### src/rtl/seg7_scan_driver.sv
// ============================================================================
//  seg7_scan_driver : 8-digit common-anode 7-segment scanner, one hex digit
//  per slot, word snapshotted once per frame. Optional SEG7_LZB_EN macro
//  enables leading-zero blanking.
//  Revision: 1.0
// ============================================================================
`default_nettype none

module seg7_scan_driver #(
    parameter int CLK_DIV = 100_000
) (
    input  logic        clk,
    input  logic        rst,
    input  logic [31:0] data_in,
    output logic [7:0]  SEG,
    output logic [7:0]  AN,
    output logic        frame_done
);

    localparam int              PW          = $clog2(CLK_DIV);
    localparam logic [PW-1:0]   C_PRESC_MAX = PW'(CLK_DIV - 1);

    typedef enum logic [0:0] {
        ST_BLANK = 1'b0,
        ST_SCAN  = 1'b1
    } state_t;

    state_t        r_state;
    logic [PW-1:0] r_presc;
    logic [2:0]    r_digit;
    logic [31:0]   r_shadow;

    state_t        w_state_nxt;
    logic [PW-1:0] w_presc_nxt;
    logic [2:0]    w_digit_nxt;
    logic [31:0]   w_shadow_nxt;
    logic          w_fd_nxt;
    logic          w_tick;
    logic [7:0]    w_an_nxt;
    logic [7:0]    w_seg_nxt;
`ifdef SEG7_LZB_EN
    logic [2:0]    w_msd;
`endif

    // Full segment byte {dp, gfedcba}, active-low, dp always off.
    function automatic logic [7:0] hex7(input logic [3:0] n);
        case (n)
            4'h0: return 8'hC0;
            4'h1: return 8'hF9;
            4'h2: return 8'hA4;
            4'h3: return 8'hB0;
            4'h4: return 8'h99;
            4'h5: return 8'h92;
            4'h6: return 8'h82;
            4'h7: return 8'hF8;
            4'h8: return 8'h80;
            4'h9: return 8'h90;
            4'hA: return 8'h88;
            4'hB: return 8'h83;
            4'hC: return 8'hC6;
            4'hD: return 8'hA1;
            4'hE: return 8'h86;
            default: return 8'h8E;
        endcase
    endfunction

    always_comb begin
        w_tick       = (r_presc == C_PRESC_MAX);
        w_presc_nxt  = w_tick ? '0 : r_presc + PW'(1);
        w_state_nxt  = r_state;
        w_digit_nxt  = r_digit;
        w_shadow_nxt = r_shadow;
        w_fd_nxt     = 1'b0;

        case (r_state)
            ST_BLANK: begin
                if (w_tick) begin
                    w_shadow_nxt = data_in;
                    w_digit_nxt  = 3'd0;
                    w_fd_nxt     = 1'b1;
                    w_state_nxt  = ST_SCAN;
                end
            end
            default: begin
                if (w_tick) begin
                    if (r_digit == 3'd7) begin
                        w_shadow_nxt = data_in;
                        w_digit_nxt  = 3'd0;
                        w_fd_nxt     = 1'b1;
                    end else begin
                        w_digit_nxt  = r_digit + 3'd1;
                    end
                end
            end
        endcase

        // Outputs are derived from next-state values so they change on the tick edge.
        if (w_state_nxt == ST_BLANK) begin
            w_an_nxt  = 8'hFF;
            w_seg_nxt = 8'hFF;
        end else begin
            w_an_nxt  = ~(8'b1 << w_digit_nxt);
            w_seg_nxt = hex7(w_shadow_nxt[{w_digit_nxt, 2'b00} +: 4]);
        end

`ifdef SEG7_LZB_EN
        w_msd = 3'd0;
        for (int k = 1; k < 8; k++) begin
            if (w_shadow_nxt[4*k +: 4] != 4'h0) begin
                w_msd = 3'(k);
            end
        end
        if (w_digit_nxt > w_msd) begin
            w_an_nxt  = 8'hFF;
            w_seg_nxt = 8'hFF;
        end
`endif
    end

    always_ff @(posedge clk) begin
        if (rst) begin
            r_presc    <= '0;
            r_state    <= ST_BLANK;
            r_digit    <= 3'd0;
            r_shadow   <= 32'd0;
            AN         <= 8'hFF;
            SEG        <= 8'hFF;
            frame_done <= 1'b0;
        end else begin
            r_presc    <= w_presc_nxt;
            r_state    <= w_state_nxt;
            r_digit    <= w_digit_nxt;
            r_shadow   <= w_shadow_nxt;
            AN         <= w_an_nxt;
            SEG        <= w_seg_nxt;
            frame_done <= w_fd_nxt;
        end
    end

endmodule

`default_nettype wire

### config.mk
export PLATFORM = sky130hd
export DESIGN_NAME = seg7_scan_driver
export DESIGN_NICKNAME = d
export VERILOG_FILES = /design/src/rtl/seg7_scan_driver.sv
export SDC_FILE = /design/constraint.sdc
export NUM_CORES = 1
export LEC_CHECK = 0
export ABC_AREA = 1
export CORE_AREA = 3 3 106 108
export DETAILED_ROUTE_END_ITERATION = 8
export DIE_AREA = 0 0 109 111
export GPL_ROUTABILITY_DRIVEN = 0
export HOLD_SLACK_MARGIN = 0.03
export SLEW_MARGIN = 20
export SYNTH_ARGS = -nofsm -noshare
export SYNTH_HDL_FRONTEND = slang
export SYNTH_SLANG_ARGS = --single-unit
### constraint.sdc
create_clock -name clk -period 2.7 [get_ports clk]
set_clock_uncertainty 0.15 [all_clocks]
set_input_delay 0.675 -clock clk [delete_from_list [all_inputs] [get_ports clk]]
set_output_delay 0.675 -clock clk [all_outputs]
set_load 0.01 [all_outputs]
==> metrics.yaml, run 1 <==
power_and_ir_drop:
  p_sw_uw: 438
  pwr-share-clk_pct: 39.6
  p_int_uw: 1400
  power_density_mw_per_mm2: 351
  ir_worst_vdd_uv: 210
  p_comb_share_pct: 4.6
  pwr-share-seq_pct: 55.7
  p_sw_share_pct: 23.8
  leakage_uw: 0.00234
logic_synthesis:
  syn_nets: 609
  synth_ff_type: "dfxtp_1"
  yosys-top-cells-area: "dfxtp_1 36%, nand2_1 14%, nor2_1 9.4%, nand3_1 6.5%, inv_1 6.1%"
  yosysTopAreaCellShare_pct: 36.3
  syn_inst: 566
  synth_common_cells: "145 x nand2_1, 95 x nor2_1, 69 x dfxtp_1"
  synth_sequential_area_ratio_pct: 36.3
  netlist_area_mm2: 0.00380
  synth.most_common_cell: "nand2_1"
  synth.distinct_cells: 34
  synth-edff-count: 0
  synthArstFlopShare_pct: 0
  ys_warn_count: 0
  yosysTopAreaCell: "dfxtp_1"
  ys_seq_elements: 69
  syn_avg_cell_area_um2: 6.72
die:
  start_util_pct: 36.8
  core_area_mm2: 0.0103
  pin_count: 51
  dieArea_mm2: 0.0121
  fp-row-count: 37
  die_w_um: 109
  die_h_um: 111
min_path:
  hold_path.startpoint: "r_shadow[21]$_SDFF_PP0_"
  hp-class: "flop to flop"
  min_to: "r_shadow[21]$_SDFF_PP0_"
  worstHoldPathCells: 2
clocking:
  clock_latency_ps: 340
  ctsLongestPathBuffers: 2
  clk_pin_slew_ps: 80
  root_buffer: "clkbuf_8"
  htreeDepth: 3
  cts_sinks: 69
  cts_tree: "built"
  cts_buffers: 9
setup_path:
  r2r_end: "SEG[6]$_SDFF_PP1_"
  r2r_cells: 17
  path_max_fanout: 5
  crit_path_end_kind: "flop"
  crit_required_ps: 2790
  start_kind: "flop"
  r2r_start: "r_digit[0]$_SDFF_PP0_"
  crit_arrival_ps: 2700
  r2r_setup_slack_ps: 90
  critical_path_class: "flop to flop"
placed_design:
  io_buffer_count: 49
  pre_cts_ws_ps: -109
  dpl_cell_area_mm2: 0.00475
  dp_hpwl_um: 7000
timing:
  slew_viol_final: 0
  setup_violations: 0
  setup-tns-final_ps: 0
  fmax_mhz: 383
  rsz0062_at_grt: "true"
  min_period_ps: 2610
  timing.final.crit_share_pct: 96.6
  hold_viol_final: 0
  worst_slack_ps: 90.7
finish:
  fillCellCount: 1046
  layout.nets: 711
  final_cell_area_mm2: 0.00524
  drive_above_1_share_pct: 23.1
  diodes: 0
  register_area_mm2: 0.00139
  syn2layout_area_growth_pct: 37.9
  multi_input_area_mm2: 0.00222
global_route:
  antenna_found_initial: 0
  gr-total-overflow: 0
  grt_max_degree: 30
  grt_pass1_wl_um: 15500
  grt_pass1_vias: 3475
  grt_usage_pct: 15.8
detailed_routing:
  viasPerCell: 4.69
  vias: 3792
  drt_first_pass_iters: 5
  avgRoutedWirePerCell_um: 12.2
  drc_errors: 0
  drt_iter0_markers: 201
  drt_wl_total_um: 9830
  antenna_left: 0
status:
  status: "completed"
run:
  cap_viol_max_count: 0
==> cell families (layout without fill, tap and decap cells) <==
logic type	after synthesis	after routing	synth area share, %
flip-flops	69	69	36.3
other	1	1	0.0987
XOR/XNOR	5	5	1.15
AO/OA/AOI/OAI	34	34	4.71
AND/OR/NAND/NOR	355	355	44.3
adder cells (fa/ha/maj)	9	9	2.96
buffers and inverters	93	199	10.4
==> how the worst max path moves through the flow <==
| stage | startpoint | to | slack (ps) | depth (start not counted) |
|---|---|---|---|---|
| 2_1_floorplan | r_digit[0]$_SDFF_PP0_ | SEG[3]$_SDFF_PP1_ | 80 | 19 |
| 3_3_place_gp | r_digit[0]$_SDFF_PP0_ | SEG[3]$_SDFF_PP1_ | -20 | 19 |
| 3_5_place_dp | r_digit[0]$_SDFF_PP0_ | SEG[3]$_SDFF_PP1_ | -110 | 19 |
| 4_1_cts | r_digit[0]$_SDFF_PP0_ | SEG[3]$_SDFF_PP1_ | 4 | 18 |
| 5_1_grt | r_digit[0]$_SDFF_PP0_ | SEG[3]$_SDFF_PP1_ | -70 | 17 |
| 6_report | r_digit[0]$_SDFF_PP0_ | SEG[6]$_SDFF_PP1_ | 90 | 17 |
==> through the flow <==
stage / total power (µW) / util (%) / cells / hold WS, ps
3_3_place_gp: 1130 / 46.0 / 782 / 333
5_1_grt: 1900 / 50.8 / 808 / 383
2_1_floorplan: 1070 / - / 566 / 268
3_5_place_dp: 1130 / 46.0 / 782 / 343
4_1_cts: 1850 / 47.6 / 797 / 357
6_report: 1840 / 50.8 / 808 / 355
==> worst max-delay path, stage by stage, from the launching register on <==
cell and delay, ps:
dfxtp_2 320, ha_1 190, ha_2 180, inv_2 70
nand2_4 70, nor2_2 140, nand4_1 110, nand2_2 150
nand2_4 80, or2_0 220, nand3_1 110, nand2_4 100
buf_6 130, ha_1 200, nand3_2 90, nor2_1 50
nor2_1 90, nand2_1 50
==> final cells by class <==
cell class / count / share of cell area (%)
Tap cell: 136 / 3.25
Sequential cell: 69 / 26.5
Clock buffer: 11 / 2.51
Timing Repair Buffer: 111 / 19.7
Clock inverter: 4 / 0.501
Multi-Input combinational cell: 404 / 42.3
Inverter: 73 / 5.23
==> power by group through the flow <==
stage / Combinational [µW] / Clock (µW) / Sequential [µW]
5_1_grt: 92.6 / 781 / 1030
6_report: 85.1 / 728 / 1020
3_5_place_dp: 80.7 / 0 / 1050
4_1_cts: 81.2 / 747 / 1020
2_1_floorplan: 20.6 / 0 / 1050
3_3_place_gp: 81.2 / 0 / 1050
==> registers in the layout, summed over array words and instances, names as in the netlist <==
| name | count |
|---|---|
| frame_done | 1 |
| SEG | 7 |
| r_presc | 17 |
| r_digit | 3 |
| r_shadow | 32 |
| AN | 8 |
| r_state | 1 |
==> cells in the final DEF, fill, tap and decap left out, types with 5 or more instances in the layout <==
| master | n |
|---|---|
| a21oi_1 | 9 |
| buf_4 | 53 |
| buf_6 | 5 |
| clkbuf_8 | 9 |
| clkdlybuf4s50_1 | 49 |
| dfxtp_1 | 65 |
| inv_1 | 60 |
| inv_2 | 12 |
| nand2_1 | 134 |
| nand2_2 | 15 |
| nand2_4 | 8 |
| nand3_1 | 46 |
| nand4_1 | 20 |
| nor2_1 | 92 |
| nor2_2 | 10 |
| nor3_1 | 8 |
| o21ai_0 | 9 |
| o21ai_2 | 6 |
| o21ai_4 | 5 |
==> metal layers <==
layer  wire [µm]  track usage (%)
met1        4620             20.6
met2        4760             25.6
met3         357             3.73
met4          93             4.80
met5           0                0
==> repair_timing <==
item                       in CTS  in global routing
hold buffers                    0                  0
pin swaps                       3                 13
setup endpoints to repair       5                  7
cloned                          0                  3
resized for setup               3                 51
buffers inserted                0                  8
(Power assumes the default switching activity.)
==> run 2, diff against run 1 <==
CELL_PAD_IN_SITES_DETAIL_PLACEMENT = 1   (was default)
CELL_PAD_IN_SITES_GLOBAL_PLACEMENT = 1   (was default)
CORE_AREA = 3 3 109 111   (was 3 3 106 108)
DIE_AREA = 0 0 112 114   (was 0 0 109 111)
PLACE_DENSITY_LB_ADDON = 0.1   (was default)
==> metrics.yaml, run 2 (same netlist as run 1, synthesis figures left out) <==
finish:
  fillCellCount: 1397  # +34%
  register_area_mm2: 0.00139  # +0.27%
  syn2layout_area_growth_pct: 43.6
  layout_common_cells: "129 x nand2_1, 79 x nor2_1, 62 x dfxtp_1"
  regMostFlops: "r_shadow"
  layout.nets: 720  # +1.3%
  final_cells: 822  # +1.7%
  largest_register_ffs: 32  # unchanged
  final_common_cell: "nand2_1"
  diodes: 0  # unchanged
  drive_above_1_share_pct: 29.2  # +6.1 points
  fin_util_pct: 50.1  # -0.62 points
  reg_top3: "r_shadow (32), r_presc (17), AN (8)"
  multi_input_area_mm2: 0.00234  # +5.4%
timing:
  min_period_ps: 2540  # -68.0 ps
  fmax_mhz: 394  # +2.7%
  slew_viol_final: 0  # unchanged
  fin_hold_ws_ps: 364  # +8.90 ps
  setup_violations: 0  # unchanged
  hold_viol_final: 0  # unchanged
  timing.final.crit_share_pct: 94.1  # -2.5 points
clocking:
  ctsLongestPathBuffers: 2  # unchanged
  cts_buffers: 9  # unchanged
  clock_latency_ps: 350  # about the same
  root_buffer: "clkbuf_8"
  clk_pin_slew_ps: 80  # about the same
  cts_sinks: 69  # unchanged
  htreeDepth: 3  # unchanged
  cts_tree: "built"
min_path:
  hold_path.startpoint: "r_shadow[26]$_SDFF_PP0_"
  worstHoldPathCells: 2  # unchanged
  hp-class: "flop to flop"
power_and_ir_drop:
  p_sw_uw: 455  # +3.9%
  pwr-share-clk_pct: 45.3  # +5.7 points
  p_comb_share_pct: 4.2  # -0.4 points
  p_int_uw: 1570  # +12%
  p_sw_share_pct: 22.4  # -1.4 points
  pwr-share-seq_pct: 50.5  # -5.2 points
  ir_worst_vdd_uv: 216  # +3.1%
  power_uw: 2030  # +10%
  leakage_uw: 0.00243  # +3.8%
  power_density_mw_per_mm2: 372  # +6.0%
setup_path:
  critical_path_class: "flop to flop"
  crit_path_end_kind: "flop"
  path_max_fanout: 5  # unchanged
  cp.depth: 19  # +2
  crit_path_cell_trace: "ha_4 > nand2_2 > inv_2 > nand2_4 > inv_4 > buf_4 > buf_6 > nand4_1 > nand2_2 > nand2_4 > or2_0 > nand3_2 > nand2_4 > buf_6 > ha_2 > nand3_2 > nor2_1 > nor2_1 > nand2_1"
  startpoint: "r_presc[1]$_SDFF_PP0_"
  crit_required_ps: 2800  # about the same
  crit_slowest_cell: "dfxtp_2"
  r2r_cells: 19  # +2
  cp_common_cell: "nand2_4"
  r2r_start: "r_presc[1]$_SDFF_PP0_"
  cp_top_family: "simple AND/OR/NAND/NOR gates"
  cpPeakStageDelay_ps: 360  # +40 ps
  start_kind: "flop"
  crit_arrival_ps: 2640  # -60 ps
  cp_num_buf_inv: 5  # +3
run:
  cap_viol_max_count: 0  # unchanged
global_route:
  grt_pass1_wl_um: 19300  # +24%
  grt_max_degree: 37  # +23%
  grt_usage_pct: 18.7  # +3.0 points
  gr-total-overflow: 0  # unchanged
  grt_pass1_vias: 4042  # +16%
  antenna_found_initial: 0  # unchanged
placed_design:
  place_inst: 795  # +1.7%
  dp_hpwl_um: 8680  # +24%
  io_buffer_count: 49  # unchanged
detailed_routing:
  drt_wl_total_um: 11800  # +20%
  viasPerCell: 4.70  # +0.24%
  drc_errors: 0  # unchanged
  vias: 3867  # +2.0%
  drt_first_pass_iters: 5  # unchanged
  drt_iter0_markers: 108  # -46%
  avgRoutedWirePerCell_um: 14.3  # +18%
  antenna_left: 0  # unchanged
die:
  pin_count: 51  # unchanged
  die_h_um: 114  # +2.7%
  dieArea_mm2: 0.0128  # +5.5%
  start_util_pct: 34.9  # -1.9 points
  fp-row-count: 38  # +2.7%
  die_w_um: 112  # +2.8%
  core_area_mm2: 0.0109  # +5.5%
status:
  status: "completed"
==> run 2: cell types whose count changed in the layout (fill, tap and decap cells not counted), sizes merged <==
cell	previous run	this run
clkinv	4	2
bufinv	0	1
buf	60	71
==> run 2: worst min-delay path: cells and delay by family (launching register included) <==
family / cells / cell delay [ps]
flops: 1 / 310
simple gates: 2 / 160
==> run 2: area by class of cell <==
| class | count | share of cell area (%) |
|---|---|---|
| Multi-Input combinational cell | 404 | 42.8 |
| Sequential cell | 69 | 25.5 |
| Timing Repair Buffer | 120 | 19.6 |
| Inverter | 73 | 5.11 |
| Tap cell | 140 | 3.21 |
| Clock buffer | 13 | 3.09 |
| Clock inverter | 3 | 0.779 |
==> run 2: repair_timing <==
item                       CTS  global route
hold buffers                 0             0
gates resized for setup     24            78
pin swaps                    4            32
gates cloned                 0             1
setup buffers                2             8
setup endpoints to repair    7             8
==> run 2: final timing paths <==
| path | slack, ps | endpoint |
|---|---|---|
| min | 360 | r_shadow[26]$_SDFF_PP0_ |
| min reg2reg | 360 | r_shadow[26]$_SDFF_PP0_ |
| max | 160 | SEG[6]$_SDFF_PP1_ |
| max reg2reg | 160 | SEG[6]$_SDFF_PP1_ |
==> run 2: through the flow <==
step / setup slack, ps / TNS (ps) / cell area [µm²]
after global routing: -52.9 / -133 / 5460
final: 159 / 0 / 5460
after CTS: 3.88 / 0 / 5120
after detailed placement: -276 / -1290 / 4810
after global placement: -80.5 / -289 / 4810
after floorplan: 78.3 / 0 / 3800
==> run 2: metal layers <==
| layer | track usage, % | wire [µm] | share of wire (%) |
|---|---|---|---|
| met2 | 34.6 | 6180 | 53 |
| met1 | 22.7 | 5250 | 45 |
| met4 | 4.49 | 124 | 1.1 |
| met5 | 0 | 0 | 0 |
| met3 | 3.24 | 204 | 1.7 |
==> run 2: power groups by stage <==
stage          Clock [µW]  Combinational, µW  Sequential [µW]
6_report              919               85.5             1020
5_1_grt               982               94.3             1030
4_1_cts               935               83.8             1020
3_5_place_dp            0               82.3             1050
3_3_place_gp            0               81.9             1050
2_1_floorplan           0               20.6             1050
==> run 3, diff against run 2 <==
CTS_CLUSTER_SIZE = 14   (was default)
==> results of run 3 <==
Final layout, timing and power as in run 2 (identical DEF).
